[src/rtl/wbuf_pkg.sv]
// Shared definitions for the double-buffered weight bank and the
// multiplier array that consumes its output.
package wbuf_pkg;

  // Default geometry shared with the vector multiplier array
  localparam int WBUF_WEIGHT_BW = 8;
  localparam int WBUF_NUM_LANES = 4;

  // Bank controller states: LOAD accepts serial weights, FULL waits for a swap
  typedef enum logic {
    ST_LOAD = 1'b0,
    ST_FULL = 1'b1
  } wbuf_state_e;

endpackage : wbuf_pkg

[src/rtl/weight_lane_reg.sv]
// One weight register with a load enable; used for both shadow and active lanes.
module weight_lane_reg #(
  parameter int WEIGHT_BW = 8
) (
  input  logic                 clk,
  input  logic                 rst,
  input  logic                 en,
  input  logic [WEIGHT_BW-1:0] d,
  output logic [WEIGHT_BW-1:0] q
);

  logic [WEIGHT_BW-1:0] q_q;
  logic [WEIGHT_BW-1:0] q_d;

  // Take the new value only when enabled, otherwise hold
  always_comb begin
    q_d = q_q;
    if (en) begin
      q_d = d;
    end
  end

  // Register with synchronous clear so a reset empties the lane
  always_ff @(posedge clk) begin
    if (rst) begin
      q_q <= '0;
    end else begin
      q_q <= q_d;
    end
  end

  assign q = q_q;

endmodule : weight_lane_reg

[src/rtl/weight_bank_dbuf.sv]
// Double-buffered weight store: weights stream serially into a shadow bank
// and a swap copies the whole shadow bank into the active bank in one edge,
// so the multipliers always see a stable vector while the next one loads.
module weight_bank_dbuf
  import wbuf_pkg::*;
#(
  parameter int WEIGHT_BW = WBUF_WEIGHT_BW,
  parameter int NUM_LANES = WBUF_NUM_LANES
) (
  input  logic                           clk,
  input  logic                           rst,
  input  logic                           w_valid,
  output logic                           w_ready,
  input  logic [WEIGHT_BW-1:0]           w_data,
  input  logic                           swap_req,
  output logic                           swap_ack,
  output logic                           shadow_full,
  output logic                           active_vld,
  output logic [NUM_LANES*WEIGHT_BW-1:0] weights_out
);

  localparam int IDX_BW = $clog2(NUM_LANES);
  localparam logic [IDX_BW-1:0] LAST_IDX = IDX_BW'(NUM_LANES - 1);

  wbuf_state_e       state_q;
  wbuf_state_e       state_d;
  logic [IDX_BW-1:0] wr_idx_q;
  logic [IDX_BW-1:0] wr_idx_d;
  logic              swap_ack_q;
  logic              swap_ack_d;
  logic              active_vld_q;
  logic              active_vld_d;
  logic              shadow_full_q;
  logic              shadow_full_d;

  logic              transfer;
  logic              commit;
  logic              last_lane;

  logic [WEIGHT_BW-1:0] shadow_w [NUM_LANES];

  // Ready depends only on state, so the writer never sees a combinational loop
  assign w_ready   = (state_q == ST_LOAD);
  assign transfer  = w_valid && w_ready;
  assign commit    = swap_req && (state_q == ST_FULL);
  assign last_lane = (wr_idx_q == LAST_IDX);

  // Next-state logic for the controller, write index and status flags
  always_comb begin
    state_d       = state_q;
    wr_idx_d      = wr_idx_q;
    swap_ack_d    = 1'b0;
    active_vld_d  = active_vld_q;
    shadow_full_d = shadow_full_q;
    case (state_q)
      ST_LOAD: begin
        if (transfer) begin
          if (last_lane) begin
            wr_idx_d      = '0;
            state_d       = ST_FULL;
            shadow_full_d = 1'b1;
          end else begin
            wr_idx_d = wr_idx_q + IDX_BW'(1);
          end
        end
      end
      ST_FULL: begin
        if (commit) begin
          state_d       = ST_LOAD;
          shadow_full_d = 1'b0;
          swap_ack_d    = 1'b1;
          active_vld_d  = 1'b1;
        end
      end
      default: begin
        state_d = ST_LOAD;
      end
    endcase
  end

  // Controller registers; reset discards any partial load and the active vector
  always_ff @(posedge clk) begin
    if (rst) begin
      state_q       <= ST_LOAD;
      wr_idx_q      <= '0;
      swap_ack_q    <= 1'b0;
      active_vld_q  <= 1'b0;
      shadow_full_q <= 1'b0;
    end else begin
      state_q       <= state_d;
      wr_idx_q      <= wr_idx_d;
      swap_ack_q    <= swap_ack_d;
      active_vld_q  <= active_vld_d;
      shadow_full_q <= shadow_full_d;
    end
  end

  assign swap_ack    = swap_ack_q;
  assign active_vld  = active_vld_q;
  assign shadow_full = shadow_full_q;

  // Shadow lanes load one at a time by index; active lanes all load on commit
  for (genvar i = 0; i < NUM_LANES; i++) begin : g_lane
    weight_lane_reg #(
      .WEIGHT_BW(WEIGHT_BW)
    ) u_shadow (
      .clk(clk),
      .rst(rst),
      .en (transfer && (wr_idx_q == IDX_BW'(i))),
      .d  (w_data),
      .q  (shadow_w[i])
    );

    weight_lane_reg #(
      .WEIGHT_BW(WEIGHT_BW)
    ) u_active (
      .clk(clk),
      .rst(rst),
      .en (commit),
      .d  (shadow_w[i]),
      .q  (weights_out[i*WEIGHT_BW +: WEIGHT_BW])
    );
  end

endmodule : weight_bank_dbuf

[config.mk]
export PLATFORM = sky130hd
export DESIGN_NAME = weight_bank_dbuf
export DESIGN_NICKNAME = d
export VERILOG_FILES = /design/src/rtl/wbuf_pkg.sv /design/src/rtl/weight_lane_reg.sv /design/src/rtl/weight_bank_dbuf.sv
export SDC_FILE = /design/constraint.sdc
export NUM_CORES = 1
export LEC_CHECK = 0
export CORE_ASPECT_RATIO = 1.1
export CORE_MARGIN = 2
export CORE_UTILIZATION = 51
export CTS_CLUSTER_SIZE = 20
export DETAILED_ROUTE_END_ITERATION = 12
export PLACE_DENSITY_LB_ADDON = 0.08
export REMOVE_ABC_BUFFERS = 1
export SYNTH_ARGS = -nofsm -noshare
export SYNTH_HDL_FRONTEND = slang
export SYNTH_HIERARCHICAL = 1
export SYNTH_SLANG_ARGS = --single-unit
[constraint.sdc]
create_clock -name clk -period 1.69 [get_ports clk]
set_input_delay 0.169 -clock clk [delete_from_list [all_inputs] [get_ports clk]]
set_output_delay 0.169 -clock clk [all_outputs]
set_load 0.01 [all_outputs]
======== Word level (Yosys, flattened, before mapping) ========
Index checks and enable logic that the tools add are counted.
storage, ports and cells
  register bits after elaboration ......... 70
  input bits .............................. 12
cells by class
  equal/unequal tests ..................... 6
  multiplexer cells ....................... 10
  reductions and logical operators ........ 11
  add/subtract/negate cells ............... 1
  bitwise gates (word level) .............. 1
operators by type and width
  operator                                                          count
  1-bit 2-to-1 mux                                                  7
  1-bit logical AND                                                 6
  2-bit by 1-bit != test with 1-bit output (second input constant)  3
  2-bit == test (second input constant)                             2
  1-bit one-hot mux with 2 select lines                             2
  2-bit AND reduction                                               2
  3-bit AND reduction                                               1
  2-bit by 1-bit adder with 2-bit output (second input constant)    1
  2-bit by 1-bit == test with 1-bit output (second input constant)  1
  2-bit zero test                                                   1
  2-bit 2-to-1 mux                                                  1
  2-bit OR reduction                                                1
  1-bit NOT                                                         1

======== Logic depth before layout (Yosys ltp) ========
  depth in word-level cells ............... 4
  gate-level depth with buffers ........... 6

======== Cells and area by module ========
The synthesis kept the hierarchy.
modules (own cells, without submodules)
  module            instances  sequential area each (um^2)  cells each  area an instance (um^2)
  weight_lane_reg   8          160.2                        26          285.3
  weight_bank_dbuf  1          120.1                        33          296.5

======== Least setup slack after synthesis ========
Ideal clock, no wire load.
  path kind ............................... reg-to-reg
  start point ............................. reg wr_idx_q[0]
  end point ............................... reg g_lane[0].u_shadow.q_q[0]
  arrival time ............................ 1.082 ns
  period minus slack after synthesis ...... 1.207 ns
  path slack .............................. 0.483 ns
  stages on the path, launching flop included .. 7
  cell sequence ........................... dfxtp_1 inv_1 ha_1 and2_2 buf_6 mux2i_1 nor2_1
between the ends
  word-level cells in the longest chain between the ends .. 2
ends and longest elaborated chain
  item                    RTL line                 text
  from (decl)             weight_bank_dbuf.sv:27   logic [IDX_BW-1:0] wr_idx_q;
  from (signal assigned)  weight_bank_dbuf.sv:91   wr_idx_q <= wr_idx_d;
  2-bit zero test         weight_bank_dbuf.sv:109  .en (transfer && (wr_idx_q == IDX_BW'(i))),
  1-bit logical AND       weight_bank_dbuf.sv:109
  to (signal assigned)    weight_lane_reg.sv:28    q_q <= q_d;
  to (decl)               weight_lane_reg.sv:12    logic [WEIGHT_BW-1:0] q_q;
No other way between the ends.
A chain may end at the register's enable or synchronous reset.

======== Worst setup path after layout ========
  start point ............................. reg state_q
  end point ............................... out w_ready
between the ends
  word-level cells in the longest chain between the ends .. 1
ends and longest elaborated chain
  item                    RTL line                text
  from (decl)             weight_bank_dbuf.sv:25  wbuf_state_e state_q;
  from (signal assigned)  weight_bank_dbuf.sv:90  state_q <= state_d;
  1-bit NOT (no line)     n/a
  to (decl)               weight_bank_dbuf.sv:13  output logic w_ready,
No other way between the ends.

==> results.txt <==
min-delay src: rst
initial antenna violation count: 0
total gr overflow: 0
Clock Latency Late Sink: 330 ps
# resized after CTS: 0
Mapped Cells: 241
area after detailed placement: 0.00307 mm^2
max-cap viol count: 0
DP Cell Count: 335
hold-critical path endpoint: g_lane[3].u_active/q[2]
largest cells by area after synthesis: dfxtp_1 (54%), mux2i_1 (26%), nor2_1 (10%)
CTS tree: built
multi-input logic area: 0.00104 mm^2
synthesis-stage register bit count: 70
post-layout power: 3.43 mW
Num Clock Sinks: 70
Max Clock Skew: 7.23 ps
Syn. warnings: 6
vias per inst: 4.93
Nets: 304
hold path depth: 3
fillers: 416
Hold Fails Final Rpt: 0
post-route minimum period: 1470 ps
Setup WS pre-CTS: 78.9 ps
worst-path fanout max: 5
htree depth: 3
crit path cell chain: inv_1, clkdlybuf4s50_1
GR Util All Layers: 0.179
drt initial violations: 97
FF-to-FF path depth: 4
clk root buf: clkbuf_8
fin cells: 351
CP max-delay cell: clkdlybuf4s50_1
post-layout util: 0.670
post-synthesis sequential area ratio: 0.543
Tcrit/Tclk final: 0.868
cell taking the most area after synthesis: dfxtp_1
post-synth cell types: 12
Residual DRC: 0
Pins Over Slew Limit: 0
Syn-to-layout area delta: 28.2%
vias in the first global route: 1,604
CTS buffer count: 9
DPL Wire Length: 2890 um
total wire length: 4680 um
Post-synth EDFFs: 0
r2r startpoint: state_q
Die Y-Extent: 78.6 um
largest net degree at the start of global routing: 71
# diodes: 0
I/O Buffers: 47
die width: 71.8 um
GPL Wtd Cong: 0.710
f_max: 682 MHz
CP Launch Type: flip-flop
crit path buf inv count: 2
delay-heaviest family, CP: buffers and inverters
Synth Cell Area: 0.00258 mm^2
kind of critical path: reg2out
FFs w/ async S/R, synth: 0
CTS clk-pin slew, worst paths: 70 ps
Core Footprint: 0.00493 mm^2
Worst-Margin Slew: 316 ps
reg-to-reg setup timing slack: 360 ps
Register Area: 0.00140 mm^2
ys flop type: dfxtp_1
layout cell share with drive strength beyond 1: 0.0853
Peak VDD IR: 0.000830 V
worst min path class: in2reg
CP arrival: 1300 ps
Lkg Pwr: 1.20 nW
Hold Buf Count CTS: 0
slowest stage delay, CP: 480 ps
post-CTS setup buffers: 0
WL/cell: 13.3 um
setup ws final: 223 ps
Final Setup Violations: 0
post-route ant nets: 0
Avg Inst Size Synth: 10.7 um^2
Setup TNS: 0 ps
commonest cells in the netlist: dfxtp_1 (70), nor2_1 (69), mux2i_1 (66)
number of detailed-route iterations in the first pass: 4
Die Area: 0.00564 mm^2
Top-Level Pins: 48
crit end category: primary output
design area: 0.00331 mm^2
most common cell in the synthesized netlist: dfxtp_1
CTS max path bufs: 2
Starting Density: 0.523
Hold WS: 295 ps
first-pass GRT wire length: 7650 um
Critical Path RT: 1520 ps
Power Density: 1040 mW/mm^2
top cell type's share of synthesized area: 0.543
status: complete, no violations
RSZ-0062 raised after global routing: false
std cell rows: 27
relative slew slack: 0.789
Crit Reg-Reg Endpoint: g_lane[2].u_shadow/q[4]
Vias: 1,729
routing by layer:
metal  track usage  wire, um
met1         0.244      2250
met2         0.259      2150
met3        0.0539       208
met4        0.0792        69
met5             0         0
placed cells by master, fill, tap and decap left out:
master	synthesis	layout
clkbuf_8	0	12
and2_2	3	3
inv_1	5	4
buf_12	0	3
buf_2	0	1
buf_4	0	2
nand2_1	3	3
bufinv_16	0	2
clkinv_2	0	1
nor2b_4	1	1
clkdlybuf4s50_1	0	46
ha_1	4	4
nor2_1	69	69
clkbuf_1	0	1
dfxtp_1	70	70
clkinv_1	0	1
mux2i_1	66	66
nand2b_1	1	1
a21oi_1	3	3
where the power goes:
part	total (mW)	switching [mW]	leakage (nW)	internal [mW]
combinational	0.185	0.0972	0.518	0.0879
sequential	1.71	0.0221	0.566	1.68
clock	1.54	0.586	0.120	0.951
total	3.43	0.705	1.20	2.72
how the worst max path moves through the flow:
stage                  from                       to  slack (ps)  cells past startpoint
floorplan           state_q  g_lane[0].u_active/q[0]        -150                      4
global placement    w_valid  g_lane[2].u_shadow/q[5]          80                      5
detailed placement  w_valid  g_lane[2].u_shadow/q[7]          80                      5
CTS                 state_q                  w_ready         190                      2
global route        state_q                  w_ready         140                      2
finish              state_q                  w_ready         220                      2
area by class of cell:
| type | instances | area share |
|---|---|---|
| well taps | 58 | 0.0220 |
| inverters | 5 | 0.00568 |
| flip-flops and latches | 70 | 0.424 |
| multi-input cells | 150 | 0.314 |
| clock inverters | 3 | 0.0197 |
| repair buffers | 52 | 0.164 |
| clock buffers | 13 | 0.0511 |
kinds of logic (layout without fill, tap and decap cells):
logic type | Yosys count | in the layout | synth area share
DFF | 70 | 70 | 0.543
AOI/OAI and AO/OA | 3 | 3 | 0.00582
buffers and inverters | 21 | 73 | 0.0539
and+or+nand+nor | 77 | 77 | 0.121
adders and majority gates | 4 | 4 | 0.0194
muxes | 66 | 66 | 0.256
worst register-to-register path, stage by stage, from the launching register on:
cell     delay, ps
dfxtp_1        360
nor2b_4        200
and2_2         370
mux2i_1        230
nor2_1          50
state kept, by name, summed over array words and instances, names as in the netlist:
register,cells
active_vld,1
swap_ack,1
g_lane.u_shadow/q,32
shadow_full,1
wr_idx_q,2
state_q,1
g_lane.u_active/q,32
No activity file was read; power rests on OpenSTA's default activity.
